<file path="config.mk">
export PLATFORM = sky130hd
export DESIGN_NAME = screen_projector
export DESIGN_NICKNAME = d
export VERILOG_FILES = /design/src/rtl/screen_projector.sv
export SDC_FILE = /design/constraint.sdc
export NUM_CORES = 2
export LEC_CHECK = 0
export CAP_MARGIN = 30
export CORE_UTILIZATION = 50
export CTS_CLUSTER_DIAMETER = 200
export DETAILED_ROUTE_END_ITERATION = 8
export PLACE_DENSITY = 0.72
export SYNTH_ARGS = -nofsm -noshare
export SYNTH_HDL_FRONTEND = slang
export SYNTH_SLANG_ARGS = --single-unit
</file>
<file path="constraint.sdc">
create_clock -name clk_in -period 12.3 [get_ports clk_in]
set_clock_uncertainty 0.2 [all_clocks]
set_input_delay 1.845 -clock clk_in [delete_from_list [all_inputs] [get_ports clk_in]]
set_output_delay 1.845 -clock clk_in [all_outputs]
set_load 0.02 [all_outputs]
</file>
<file path="src/rtl/screen_projector.sv">
// screen_projector
// Projects binary16 world positions onto integer screen coordinates, one
// channel per dimension, through a 4-stage valid/ready pipeline:
//   S1 binary16 -> signed Q16.16
//   S2 x Q8.8 scale, truncate toward zero to a 24-bit integer
//   S3 + offset
//   S4 clamp or wrap into OUT_WIDTH bits
// Optional feature macro: SCREEN_PROJECTOR_CLAMP_EN
//   defined   : clamp to [0, limit], clip[i] flags out-of-range sums
//   undefined : result wraps to OUT_WIDTH bits, clip is always 0
module screen_projector #(
    parameter int                        DIMS           = 2,
    parameter int                        OUT_WIDTH      = 12,
    parameter logic [DIMS*16-1:0]        DEFAULT_SCALE  = {16'h0B40, 16'h1400},
    parameter logic [DIMS*OUT_WIDTH-1:0] DEFAULT_OFFSET = {12'd90, 12'd160},
    parameter logic [DIMS*OUT_WIDTH-1:0] DEFAULT_LIMIT  = {12'd179, 12'd319}
) (
    input  logic                                       clk_in,
    input  logic                                       rst,
    input  logic [DIMS*16-1:0]                         f,
    input  logic                                       data_valid_in,
    output logic                                       ready_out,
    output logic [DIMS*OUT_WIDTH-1:0]                  result,
    output logic                                       data_valid_out,
    input  logic                                       ready_in,
    output logic [DIMS-1:0]                            clip,
    input  logic                                       cfg_we,
    input  logic [((DIMS > 1) ? $clog2(DIMS) : 1)-1:0] cfg_dim,
    input  logic [15:0]                                cfg_scale,
    input  logic [OUT_WIDTH-1:0]                       cfg_offset,
    input  logic [OUT_WIDTH-1:0]                       cfg_limit,
    output logic                                       busy
);

    // binary16 -> signed Q16.16. Subnormals flush to zero; exponents 30/31
    // (huge, Inf, NaN) saturate by sign; fraction bits below 2^-16 are dropped.
    function automatic logic signed [31:0] decode_half(input logic [15:0] h);
        logic [4:0]  e;
        logic [10:0] sig;
        logic [31:0] mag;
        e   = h[14:10];
        sig = {1'b1, h[9:0]};
        if (e == 5'd0)
            mag = 32'd0;
        else if (e >= 5'd30)
            mag = 32'h7FFF_FFFF;
        else if (e >= 5'd9)
            mag = {21'd0, sig} << (e - 5'd9);
        else
            mag = {21'd0, sig} >> (5'd9 - e);
        return h[15] ? -$signed(mag) : $signed(mag);
    endfunction

    // Q24.24 product -> 24-bit signed integer, rounding toward zero and
    // saturating symmetrically at +/-(2^23-1).
    function automatic logic signed [23:0] trunc_q24(input logic signed [47:0] p);
        logic [47:0] mag;
        logic [23:0] ip;
        mag = p[47] ? 48'(-p) : 48'(p);
        ip  = 24'(mag >> 24);
        if (ip > 24'h7F_FFFF)
            ip = 24'h7F_FFFF;
        return p[47] ? -$signed(ip) : $signed(ip);
    endfunction

    logic r_v1;
    logic r_v2;
    logic r_v3;
    logic r_v4;
    logic w_ce;
    logic w_accept;
    logic w_cfg_exec;

    // The whole pipeline moves only when the output slot is empty or drained.
    assign w_ce           = !r_v4 || ready_in;
    assign ready_out      = w_ce;
    assign w_accept       = data_valid_in && w_ce;
    assign busy           = r_v1 | r_v2 | r_v3 | r_v4;
    assign data_valid_out = r_v4;
    // Config may only change while nothing is in flight, so every sample
    // sees one consistent scale/offset/limit set from entry to exit.
    assign w_cfg_exec     = cfg_we && !busy && !w_accept;

    // Stage valid tags shift in lockstep on each pipeline advance.
    always_ff @(posedge clk_in or posedge rst) begin
        if (rst) begin
            r_v1 <= 1'b0;
            r_v2 <= 1'b0;
            r_v3 <= 1'b0;
            r_v4 <= 1'b0;
        end else if (w_ce) begin
            r_v1 <= data_valid_in;
            r_v2 <= r_v1;
            r_v3 <= r_v2;
            r_v4 <= r_v3;
        end
    end

    generate
        for (genvar gi = 0; gi < DIMS; gi++) begin : g_dim
            logic [15:0]            r_scale;
            logic [OUT_WIDTH-1:0]   r_offset;
            logic [OUT_WIDTH-1:0]   r_limit;
            logic signed [31:0]     r_s1_q;
            logic signed [23:0]     r_s2_i;
            logic signed [24:0]     r_s3_sum;
            logic [OUT_WIDTH-1:0]   r_res;
            logic                   r_clip;
            logic                   w_sel;
            logic signed [47:0]     w_prod;
            logic [OUT_WIDTH-1:0]   w_res;
            logic                   w_clip;

            // Out-of-range cfg_dim values never match any channel.
            assign w_sel  = w_cfg_exec && (32'(cfg_dim) == gi);
            // Scale is unsigned Q8.8, so it enters the signed multiply zero-extended.
            assign w_prod = $signed({{16{r_s1_q[31]}}, r_s1_q}) * $signed({32'd0, r_scale});

`ifdef SCREEN_PROJECTOR_CLAMP_EN
            // Clamp the offset sum into [0, limit] and flag any clamping.
            always_comb begin
                w_res  = r_s3_sum[OUT_WIDTH-1:0];
                w_clip = 1'b0;
                if (r_s3_sum[24]) begin
                    w_res  = '0;
                    w_clip = 1'b1;
                end else if (r_s3_sum > $signed({{(25-OUT_WIDTH){1'b0}}, r_limit})) begin
                    w_res  = r_limit;
                    w_clip = 1'b1;
                end
            end
`else
            // Plain modular wrap; limit and the sum's upper bits have no role here.
            logic w_unused_bits;
            assign w_res         = r_s3_sum[OUT_WIDTH-1:0];
            assign w_clip        = 1'b0;
            assign w_unused_bits = ^{r_limit, r_s3_sum[24:OUT_WIDTH]};
`endif

            // Per-channel configuration registers, written only while idle.
            always_ff @(posedge clk_in or posedge rst) begin
                if (rst) begin
                    r_scale  <= DEFAULT_SCALE[gi*16 +: 16];
                    r_offset <= DEFAULT_OFFSET[gi*OUT_WIDTH +: OUT_WIDTH];
                    r_limit  <= DEFAULT_LIMIT[gi*OUT_WIDTH +: OUT_WIDTH];
                end else if (w_sel) begin
                    r_scale  <= cfg_scale;
                    r_offset <= cfg_offset;
                    r_limit  <= cfg_limit;
                end
            end

            // Datapath stages; they load together with the valid tags and hold on stall.
            always_ff @(posedge clk_in or posedge rst) begin
                if (rst) begin
                    r_s1_q   <= '0;
                    r_s2_i   <= '0;
                    r_s3_sum <= '0;
                    r_res    <= '0;
                    r_clip   <= 1'b0;
                end else if (w_ce) begin
                    r_s1_q   <= decode_half(f[gi*16 +: 16]);
                    r_s2_i   <= trunc_q24(w_prod);
                    r_s3_sum <= $signed({r_s2_i[23], r_s2_i})
                              + $signed({{(25-OUT_WIDTH){1'b0}}, r_offset});
                    r_res    <= w_res;
                    r_clip   <= w_clip;
                end
            end

            assign result[gi*OUT_WIDTH +: OUT_WIDTH] = r_res;
            assign clip[gi]                          = r_clip;
        end
    endgenerate

endmodule

</file>
==> flow_summary.toml <==
[layout]
area_growth_pct = 4.77
num-fill-cells = 9395
layout_common_cells = "inv_1 (1145), fa_1 (970), nand2_1 (902)"
drive_above_1_share_pct = 4.48
layout_commonest_cell = "inv_1"
final_net_count = 7125
diodes = 0

[place]
io_buffers = 92
place.gp.congestion = 0.975
post-place-ws_ns = 2.57
hpwl_um = 106000

[timing]
holdWs_ns = 0.273
finalSetupViolations = 0
fin_crit_sh_pct = 80.5
maxSlewHeadroom_pct = 30.4
fin_ws_ns = 2.40
setup_tns_ns = 0
fmax_ghz = 0.101
slew_violations = 0
worst_pin_slew_ns = 1.04
rsz0062_at_grt = "no"
final_hold_viol_count = 0
period_needed_ns = 9.90

[logic_synthesis]
ys_warn_count = 0
synth_xor_area_share_pct = 3.27
synth_top_family_by_area = "adder cells"
synth_enable_flop_cells = 0
synth_area_per_cell_um2 = 8.58
post_synth_num_cell_types = 115
ys_ff_latch = 196
synth_cells = 5964
synth-simple-area-share_pct = 18.1
synth-adder-area-share_pct = 44.4
seq_area_frac_synth_pct = 9.61
synth_compound_area_share_pct = 10.3
synthMuxAreaShare_pct = 3.35
async_flop_share_pct = 100
syn_area_mm2 = 0.0512
synth_flop_cell = "dfrtp_1"

[floorplanning]
start_util_pct = 50.8
pin_count = 107
dieArea_mm2 = 0.104
fp.dieH_um = 322
die_w_um = 322
coreArea_mm2 = 0.101
rows = 116

[cts]
cts_setup_buffers = 0
post_cts_resized = 0
cts_max_level = 4
cts-root-buf = "clkbuf_16"
numClockSinks = 196
clk_pin_slew_worst_paths_ns = 0.09
cts_tree = "built"
clock_latency_ns = 0.50
cts_max_path_buffers = 2
ctsHoldBuffers = 0
cts_buffers = 17

[setup_path]
cp-start-kind = "flop"
crit_required_ns = 12.49
crit_fanout = 18
endpoint_kind = "flop"
arrival_ns = 10.09
path_class = "flop to flop"

[route]
ant_nets = 0
drc = 0
dr.pass1.iters = 7
drtIter0Drc = 3309
routed-wl-met3_um = 12000
wl_met2_um = 60700
dr.max_layer_used = "met5"
viasPerCell = 5.65
num_vias = 40600
post_drt_wl_per_cell_um = 18.9
routed_wl_um = 136000
wl_met1_um = 60100

[global_route]
grt_pass1_wl_um = 224000
antenna_found_initial = 3
grt_max_degree = 103
grt_pass1_vias = 41600
grtUsageTotal_pct = 27.3
grt_overflow_total = 0

[job]
drv_cap = 0

[run_status]
status = "finished clean"

[min_path]
worstHoldPathType = "flop to flop"
## flip-flops by register name, indices dropped and copies added, names as in the netlist
| signal | count |
|---|---|
| g_dim.r_s3_sum | 24 |
| r_v1 | 1 |
| data_valid_out | 1 |
| g_dim.r_s2_i | 24 |
| g_dim.r_res | 24 |
| g_dim.r_s1_q | 64 |
| g_dim.r_offset | 24 |
| r_v2 | 1 |
| g_dim.r_scale | 32 |
| r_v3 | 1 |
## cell families (layout without fill, tap and decap cells)
logic type                 Yosys count  count (layout)
xor gates and xnor gates           184             184
and+or+nand+nor                   1919            1919
adders and majority gates         1234            1234
DFF                                196             196
muxes                              154             154
other                                1               2
buffers and inverters             1462            1323
AOI/OAI and AO/OA                  814             814
## routing by layer
metal / up-vias / track usage (%)
met1: 20600 / 40.3
met3: 195 / 4.15
met5: - / 0
met2: 1636 / 42.1
met4: 6 / 6.28
li1: 18200 / -
## path summary, 6_finish.rpt
path / depth (start not counted) / start / to / slack [ns]
setup / recovery: 27 / g_dim[0].r_scale[8]$_DFFE_PP0P_ / g_dim[0].r_s2_i[4]$_DFFE_PP0N_ / 2.40
hold / removal: 2 / g_dim[1].r_res[6]$_DFFE_PP0N_ / g_dim[1].r_res[6]$_DFFE_PP0N_ / 0.27
setup reg to reg: 27 / g_dim[0].r_scale[8]$_DFFE_PP0P_ / g_dim[0].r_s2_i[4]$_DFFE_PP0N_ / 2.40
hold reg to reg: 2 / g_dim[1].r_res[6]$_DFFE_PP0N_ / g_dim[1].r_res[6]$_DFFE_PP0N_ / 0.27
max in group asynchronous: 5 / rst / g_dim[1].r_offset[4]$_DFFE_PP1P_ / 8.47
min in group asynchronous: 2 / rst / g_dim[1].r_scale[15]$_DFFE_PP0P_ / 1.61
## synth_stat cells, drive strengths merged (22+ instances only)
master / count / area share (%)
a211oi: 22 / 0.37
mux2i: 77 / 1.5
nand3: 47 / 0.48
a21oi: 268 / 2.7
o31ai: 28 / 0.44
nand4: 60 / 0.76
dfrtp: 184 / 9.0
o21a: 27 / 0.40
mux2: 70 / 1.5
xor2: 63 / 1.1
fa: 970 / 38
clkbuf: 254 / 1.9
buf: 59 / 0.68
o21ai: 206 / 2.1
a21o: 32 / 0.47
a31oi: 30 / 0.37
nor3: 38 / 0.39
nor2: 226 / 1.7
or2: 26 / 0.32
nand2b: 28 / 0.36
nand2: 903 / 6.6
ha: 264 / 6.5
and2: 474 / 5.8
inv: 1147 / 8.4
o211ai: 24 / 0.39
xnor2: 121 / 2.2
## cell type report
cell class | instances | area [µm²] | area share [%]
clock buffer | 17 | 425 | 0.793
clock inverter | 15 | 231 | 0.432
inverter | 1149 | 4330 | 8.07
multi-input combinational | 4307 | 40700 | 75.8
sequential | 196 | 4920 | 9.18
tap | 1357 | 1700 | 3.17
timing repair buffer | 142 | 1360 | 2.53
## worst max-delay path: stages, from the launching register on
cell       delay, ns
dfrtp_1         0.83
buf_4           0.39
nand2_1         0.12
fa_1            0.56
inv_1           0.05
fa_1            0.49
fa_1            0.57
fa_1            0.45
fa_1            0.49
inv_1           0.05
fa_1            0.47
inv_1           0.04
ha_1            0.45
nand4_1         0.21
or2_2           0.38
a2111oi_1       0.76
nor3_1          0.23
xnor2_1         0.25
nor4_1          0.39
and4_1          0.27
and2_1          0.28
a21oi_1         0.18
ha_1            0.29
or4_1           0.54
o21ai_0         0.10
mux2_2          0.35
a221oi_1        0.29
nor2_1          0.07
## per-stage QoR
step	cell area (µm²)	util [%]	cells
floorplan	51200	-	5965
global placement	52900	52.5	7148
detailed placement	52900	52.5	7150
CTS	53600	53.2	7182
global route	53600	53.2	7183
finish	53600	53.2	7183
Power is left out: the tool's default activity adds up to more than one toggle a clock period on the data nets, which glitch-free logic cannot reach.
